==> src/rtl/vga_pkg.sv <==
// Shared constants and types for the 1024x768@70 video path: raster timing,
// pixel packing into VRAM words, and the scanline fetch state encoding.
package vga_pkg;

    // 1024x768 @ 70 Hz raster timing, 75 MHz pixel clock
    localparam int H_ACTIVE = 1024;
    localparam int H_FRONT  = 24;
    localparam int H_SYNC   = 136;
    localparam int H_BACK   = 144;
    localparam int H_TOTAL  = H_ACTIVE + H_FRONT + H_SYNC + H_BACK;
    localparam int V_ACTIVE = 768;
    localparam int V_FRONT  = 3;
    localparam int V_SYNC   = 6;
    localparam int V_BACK   = 29;
    localparam int V_TOTAL  = V_ACTIVE + V_FRONT + V_SYNC + V_BACK;

    // Framebuffer packing: four 8-bit pixels per VRAM word, byte 0 shown first
    localparam int PIX_W          = 8;
    localparam int PIX_PER_WORD   = 4;
    localparam int WORDS_PER_LINE = H_ACTIVE / PIX_PER_WORD;
    localparam int LINES          = V_ACTIVE;

    // Scanline fetch sequencing
    typedef enum logic [1:0] {
        IDLE  = 2'd0,
        FETCH = 2'd1,
        DRAIN = 2'd2
    } fetch_state_t;

endpackage

==> src/rtl/vram_fifo.sv <==
// Two-entry word FIFO between the VRAM read port and the pixel serialiser.
// Occupancy is exposed so the fetcher can throttle itself; flush empties it
// in one clock when a new scanline starts.
module vram_fifo #(
    parameter int DATA_W = 32
) (
    input  logic              clk,
    input  logic              rst_n,
    input  logic              push,
    input  logic [DATA_W-1:0] push_data,
    input  logic              pop,
    input  logic              flush,
    output logic [1:0]        count,
    output logic [DATA_W-1:0] head
);

    logic [DATA_W-1:0] mem [2];
    logic              wr_ptr;
    logic              rd_ptr;
    logic              pop_ok;
    logic              push_ok;

    assign pop_ok  = pop && (count != 2'd0);
    assign push_ok = push && ((count != 2'd2) || pop_ok);

    // Pointer and occupancy bookkeeping; flush overrides any push or pop
    always_ff @(posedge clk or negedge rst_n) begin
        if (!rst_n) begin
            wr_ptr <= 1'b0;
            rd_ptr <= 1'b0;
            count  <= 2'd0;
        end else if (flush) begin
            wr_ptr <= 1'b0;
            rd_ptr <= 1'b0;
            count  <= 2'd0;
        end else begin
            if (push_ok) wr_ptr <= ~wr_ptr;
            if (pop_ok)  rd_ptr <= ~rd_ptr;
            case ({push_ok, pop_ok})
                2'b10:   count <= count + 2'd1;
                2'b01:   count <= count - 2'd1;
                default: count <= count;
            endcase
        end
    end

    // Word storage; contents need no reset because count gates every use of head
    always_ff @(posedge clk) begin
        if (push_ok && !flush) mem[wr_ptr] <= push_data;
    end

    assign head = mem[rd_ptr];

endmodule

==> src/rtl/vram_scan_arbiter.sv <==
// Shares a single-port VRAM between scanline prefetch and a CPU port.
// Display fetches always win; every other slot may serve one CPU access,
// acknowledged the following cycle. Prefetched words are serialised into
// 8-bit pixels, one per active-video clock, with one clock of latency.
module vram_scan_arbiter #(
    parameter int ADDR_W         = 18,
    parameter int DATA_W         = 32,
    parameter int WORDS_PER_LINE = vga_pkg::WORDS_PER_LINE,
    parameter int LINES          = vga_pkg::LINES,
    parameter int BASE           = 0
) (
    input  logic              clk,
    input  logic              rst_n,
    input  logic              line_pre,
    input  logic [9:0]        line_idx,
    input  logic              avr,
    output logic [7:0]        pix_data,
    output logic              underrun,
    input  logic              cpu_req,
    input  logic              cpu_we,
    input  logic [ADDR_W-1:0] cpu_addr,
    input  logic [DATA_W-1:0] cpu_wdata,
    output logic              cpu_ack,
    output logic [DATA_W-1:0] cpu_rdata,
    output logic              ram_en,
    output logic              ram_we,
    output logic [ADDR_W-1:0] ram_addr,
    output logic [DATA_W-1:0] ram_wdata,
    input  logic [DATA_W-1:0] ram_rdata
);

    import vga_pkg::*;

    localparam int         WCNT_W    = $clog2(WORDS_PER_LINE + 1);
    localparam logic [10:0] LINES_L  = 11'(LINES);
    localparam logic [1:0] LAST_BYTE = 2'(PIX_PER_WORD - 1);
    localparam logic [WCNT_W-1:0] LAST_WORD = WCNT_W'(WORDS_PER_LINE - 1);

    fetch_state_t      fstate;
    logic [ADDR_W-1:0] word_ptr;
    logic [ADDR_W-1:0] line_base;
    logic [WCNT_W-1:0] words_issued;

    logic              line_start;
    logic              disp_req;
    logic              cpu_grant;
    logic              disp_vld_p1;
    logic              cpu_we_p1;

    logic              fifo_pop;
    logic [1:0]        fifo_count;
    logic [DATA_W-1:0] fifo_head;
    logic [1:0]        byte_idx;

    function automatic logic [7:0] word_byte(input logic [DATA_W-1:0] w,
                                             input logic [1:0]        idx);
        return w[8*idx +: 8];
    endfunction

    // Lines at or beyond the visible count are ignored entirely
    assign line_start = line_pre && ({1'b0, line_idx} < LINES_L);
    assign line_base  = ADDR_W'(BASE) + ADDR_W'(line_idx) * ADDR_W'(WORDS_PER_LINE);

    // Keep at most two words buffered or in flight; that bounds FIFO depth
    assign disp_req  = (fstate == FETCH) && ((fifo_count + {1'b0, disp_vld_p1}) < 2'd2);
    assign cpu_grant = cpu_req && !cpu_ack && !disp_req;

    assign fifo_pop  = avr && (fifo_count != 2'd0) && (byte_idx == LAST_BYTE);
    assign cpu_rdata = (cpu_ack && !cpu_we_p1) ? ram_rdata : '0;

    // VRAM port mux: display fetch has priority over the CPU grant
    always_comb begin
        ram_en    = 1'b0;
        ram_we    = 1'b0;
        ram_addr  = '0;
        ram_wdata = '0;
        if (disp_req) begin
            ram_en   = 1'b1;
            ram_addr = word_ptr;
        end else if (cpu_grant) begin
            ram_en    = 1'b1;
            ram_we    = cpu_we;
            ram_addr  = cpu_addr;
            ram_wdata = cpu_we ? cpu_wdata : '0;
        end
    end

    // Fetch sequencer: a valid line_pre restarts the line from any state
    always_ff @(posedge clk or negedge rst_n) begin
        if (!rst_n) begin
            fstate       <= IDLE;
            word_ptr     <= '0;
            words_issued <= '0;
        end else if (line_start) begin
            fstate       <= FETCH;
            word_ptr     <= line_base;
            words_issued <= '0;
        end else begin
            case (fstate)
                FETCH: begin
                    if (disp_req) begin
                        word_ptr     <= word_ptr + ADDR_W'(1);
                        words_issued <= words_issued + WCNT_W'(1);
                        if (words_issued == LAST_WORD) fstate <= DRAIN;
                    end
                end
                DRAIN: begin
                    if ((fifo_count == 2'd0) && !disp_vld_p1 && !avr) fstate <= IDLE;
                end
                default: fstate <= IDLE;
            endcase
        end
    end

    // Read-return tracking: which requester owns next cycle's ram_rdata
    always_ff @(posedge clk or negedge rst_n) begin
        if (!rst_n) begin
            disp_vld_p1 <= 1'b0;
            cpu_ack     <= 1'b0;
            cpu_we_p1   <= 1'b0;
        end else begin
            disp_vld_p1 <= disp_req && !line_start;
            cpu_ack     <= cpu_grant;
            cpu_we_p1   <= cpu_grant && cpu_we;
        end
    end

    vram_fifo #(
        .DATA_W(DATA_W)
    ) u_fifo (
        .clk       (clk),
        .rst_n     (rst_n),
        .push      (disp_vld_p1),
        .push_data (ram_rdata),
        .pop       (fifo_pop),
        .flush     (line_start),
        .count     (fifo_count),
        .head      (fifo_head)
    );

    // Pixel serialiser: one byte per active clock, sticky underrun on starvation
    always_ff @(posedge clk or negedge rst_n) begin
        if (!rst_n) begin
            pix_data <= 8'h00;
            underrun <= 1'b0;
            byte_idx <= 2'd0;
        end else begin
            pix_data <= 8'h00;
            if (avr) begin
                if (fifo_count != 2'd0) begin
                    pix_data <= word_byte(fifo_head, byte_idx);
                    byte_idx <= (byte_idx == LAST_BYTE) ? 2'd0 : byte_idx + 2'd1;
                end else begin
                    underrun <= 1'b1;
                end
            end
            if (line_start) byte_idx <= 2'd0;
        end
    end

endmodule
==> config.mk <==
export PLATFORM = sky130hd
export DESIGN_NAME = vram_scan_arbiter
export DESIGN_NICKNAME = d
export VERILOG_FILES = /design/src/rtl/vga_pkg.sv /design/src/rtl/vram_fifo.sv /design/src/rtl/vram_scan_arbiter.sv
export SDC_FILE = /design/constraint.sdc
export NUM_CORES = 1
export LEC_CHECK = 0
export ABC_AREA = 0
export BUFFER_PORTS_ARGS = -buffer_cell sky130_fd_sc_hd__buf_4
export CAP_MARGIN = 20
export CELL_PAD_IN_SITES_DETAIL_PLACEMENT = 1
export CELL_PAD_IN_SITES_GLOBAL_PLACEMENT = 1
export CORE_MARGIN = 2
export CORE_UTILIZATION = 41
export DETAILED_ROUTE_END_ITERATION = 12
export GPL_TIMING_DRIVEN = 0
export PLACE_DENSITY = 0.95
export SLEW_MARGIN = 20
export SYNTH_ARGS = -nofsm -noshare
export SYNTH_HDL_FRONTEND = slang
export SYNTH_SLANG_ARGS = --single-unit
==> constraint.sdc <==
create_clock -name clk -period 6.7 [get_ports clk]
set_input_delay 0.67 -clock clk [delete_from_list [all_inputs] [get_ports clk]]
set_output_delay 0.67 -clock clk [all_outputs]
set_load 0.005 [all_outputs]
==> reports/metrics.cfg <==
[run_status]
status = finished, final reports clean

[clocking]
path_clk_slew_ps = 70
clk_latency_ps = 360
hold_buffers = 0
tritoncts = done
clock-sinks = 111
clk_path_buf_depth = 2
cts_buffers = 9
ctsResizeCount = 0
cts_setup_buffers = 0
cts-root-buf = clkbuf_16
htreeDepth = 3

[synthesis]
syn_inst = 440
synth-async-reset-ratio_pct = 42.34
synth-seq-cells = 111
ys_top_cells_by_count = edfxtp_1 (64), dfrtp_1 (47), nor2_1 (40), and2_1 (36), and3_1 (36)
syn_area_per_cell_um2 = 12.16
synth.area.top_cells = edfxtp_1 (36%), dfrtp_1 (22%), mux4_2 (6.7%), and2_1 (4.2%), and3_1 (4.2%)
yosysMostFrequentCell = edfxtp_1
synth_top_area_share_pct = 35.92
ys_types = 45
seq_area_frac_synth_pct = 57.90
syn-num-nets = 542
yosysWarnings = 0
synth_ff_type = edfxtp_1
synth-edff-count = 64
synth_top_area_cell = edfxtp_1
synth_area_mm2 = 0.005350

[timing]
slew_violations = 0
tightest_slew_ps = 836.5
final-hold-violation-count = 0
finalSetupViolCount = 0
clock.fmax_ghz = 0.2922
slew_headroom_pct = 43.93
layout_min_cycle_time_ps = 3423
rsz0062_at_grt = no
skew_ps = 11.02
fin_setup_tns_ps = 0
hold_ws_ps = 320.1
period_share_pct = 51.09

[route]
drc = 0
wire_per_inst_um = 21.29
drt_wl_total_um = 17570
num_vias = 4571
dr.pass1.iters = 6
viasPerCell = 5.541
ant_nets = 0
drt_iter0_drc = 195

[worst_setup_path]
worstPathMaxFanout = 10
cp-start-kind = register
required_ps = 6030
slowest_delay_ps = 720
path_buf_inv = 2
cp_slowest_cell = nor3_2
path_cells = a21boi_1, nor3_2, nor2_1, clkbuf_1, a22o_1, buf_4
critPathKind = register to output pin
crit_family = simple AND/OR/NAND/NOR gates
arrival_ps = 2750
end_kind = output pin

[power]
irDropWorstVdd_mv = 0.1530
p_switching_mw = 0.8379
p_per_area_mw_per_mm2 = 332.4
p_leak_nw = 3.240
p_comb_share_pct = 37.6
p_seq_share_pct = 38.8
cell_internal_pwr_mw = 1.615
p_sw_share_pct = 34.16
clkPwrFrac_pct = 23.5

[placement]
gp_congestion = 0.8939
io_buffers = 191
post-dp-hpwl_um = 13600

[die]
die_area_mm2 = 0.01398
io_pins = 192
initial_core_util_pct = 42.22
row_count = 41
fp.dieH_um = 118.2
coreArea_mm2 = 0.01267
die_width_um = 118.2

[global_routing]
grt_overflow = 0
antenna_found_initial = 0
grt_first_pass_wirelength_um = 27470
gr-usage-all-layers_pct = 25.42
grt_max_degree = 48
grt_pass1_vias = 4986

[finish]
drive_above_1_share_pct = 37.83
n_antenna_cell = 0
area_growth_pct = 37.91
nNetsFinal = 750

[hold_path]
min_path_type = input port to asynchronous set/reset pin

[run]
max_cap_viol_count = 0

==> per-layer routing <==
layer	track usage (%)	share of wire, %
met5	0	0
met3	4.392	5.0
met2	47.80	54
met1	28.65	38
met4	9.111	2.7
==> placed cells by master, fill, tap and decap left out, types with 12 or more instances in the layout <==
cell / synthesis / layout
edfxtp_1: 64 / 64
a22o_1: 18 / 18
nand2_1: 25 / 25
dfrtp_1: 47 / 47
mux4_2: 16 / 16
and2_1: 36 / 36
buf_4: 0 / 196
clkbuf_1: 23 / 23
a21oi_1: 12 / 12
nor2_1: 40 / 40
and3_1: 36 / 36
==> power groups by stage <==
stage / Clock [mW] / Combinational (mW) / Sequential [mW]
6_report: 0.577 / 0.923 / 0.953
5_1_grt: 0.608 / 1.00 / 0.968
4_1_cts: 0.582 / 0.934 / 0.952
3_5_place_dp: 0 / 0.929 / 0.964
3_3_place_gp: 0 / 0.843 / 0.959
2_1_floorplan: 0 / 0.481 / 0.942
==> per-stage QoR <==
step                      std cells  cell area, um2  setup WS (ps)  total power, mW  utilization (%)
after floorplan                 440            5350           2773            1.424                -
after global placement          803            6999           1491            1.803            55.24
after detailed placement        809            7058           3668            1.893            55.70
after CTS                       825            7378           3292            2.469            58.23
after global routing            825            7378           3107            2.577            58.23
final                           825            7378           3277            2.453            58.23
==> sequential cells by signal, summed over array words and instances, names as in the netlist, 2 cells and up <==
name	flops
words_issued	9
fstate	2
u_fifo.mem	64
u_fifo.count	2
pix_data	8
word_ptr	18
byte_idx	2
==> final timing paths <==
check | depth (start not counted) | slack [ps] | end | from
setup / recovery | 6 | 3280 | ram_addr[15] | u_fifo.count[1]
hold / removal | 1 | 320 | word_ptr[2] | rst_n
setup reg to reg | 6 | 4300 | u_fifo.mem[0][3] | u_fifo.count[0]
hold reg to reg | 1 | 460 | underrun | underrun
max in group asynchronous | 1 | 5940 | fstate[1] | rst_n
min in group clk | 1 | 460 | underrun | underrun
==> kinds of logic (layout without fill, tap and decap cells) <==
family | Yosys count | count (layout) | synth area share, %
xor gates and xnor gates | 9 | 9 | 1.473
buffers and inverters | 34 | 247 | 2.619
AOI/OAI and AO/OA | 69 | 69 | 9.191
muxes | 25 | 25 | 8.419
and+or+nand+nor | 188 | 188 | 19.46
DFF | 111 | 111 | 57.90
adders and majority gates | 4 | 4 | 0.9355
==> layout make-up <==
class | count | area (um2)
plain buffers | 30 | 125.1
clock buffers | 9 | 225.2
flip-flops and latches | 111 | 3098
clock inverters | 7 | 95.09
well taps | 172 | 215.2
fillers | 1389 | 5293
inverters | 4 | 15.01
multi-input cells | 295 | 2122
repair buffers | 197 | 1483
Note: power is estimated with default switching activity, not from simulation.
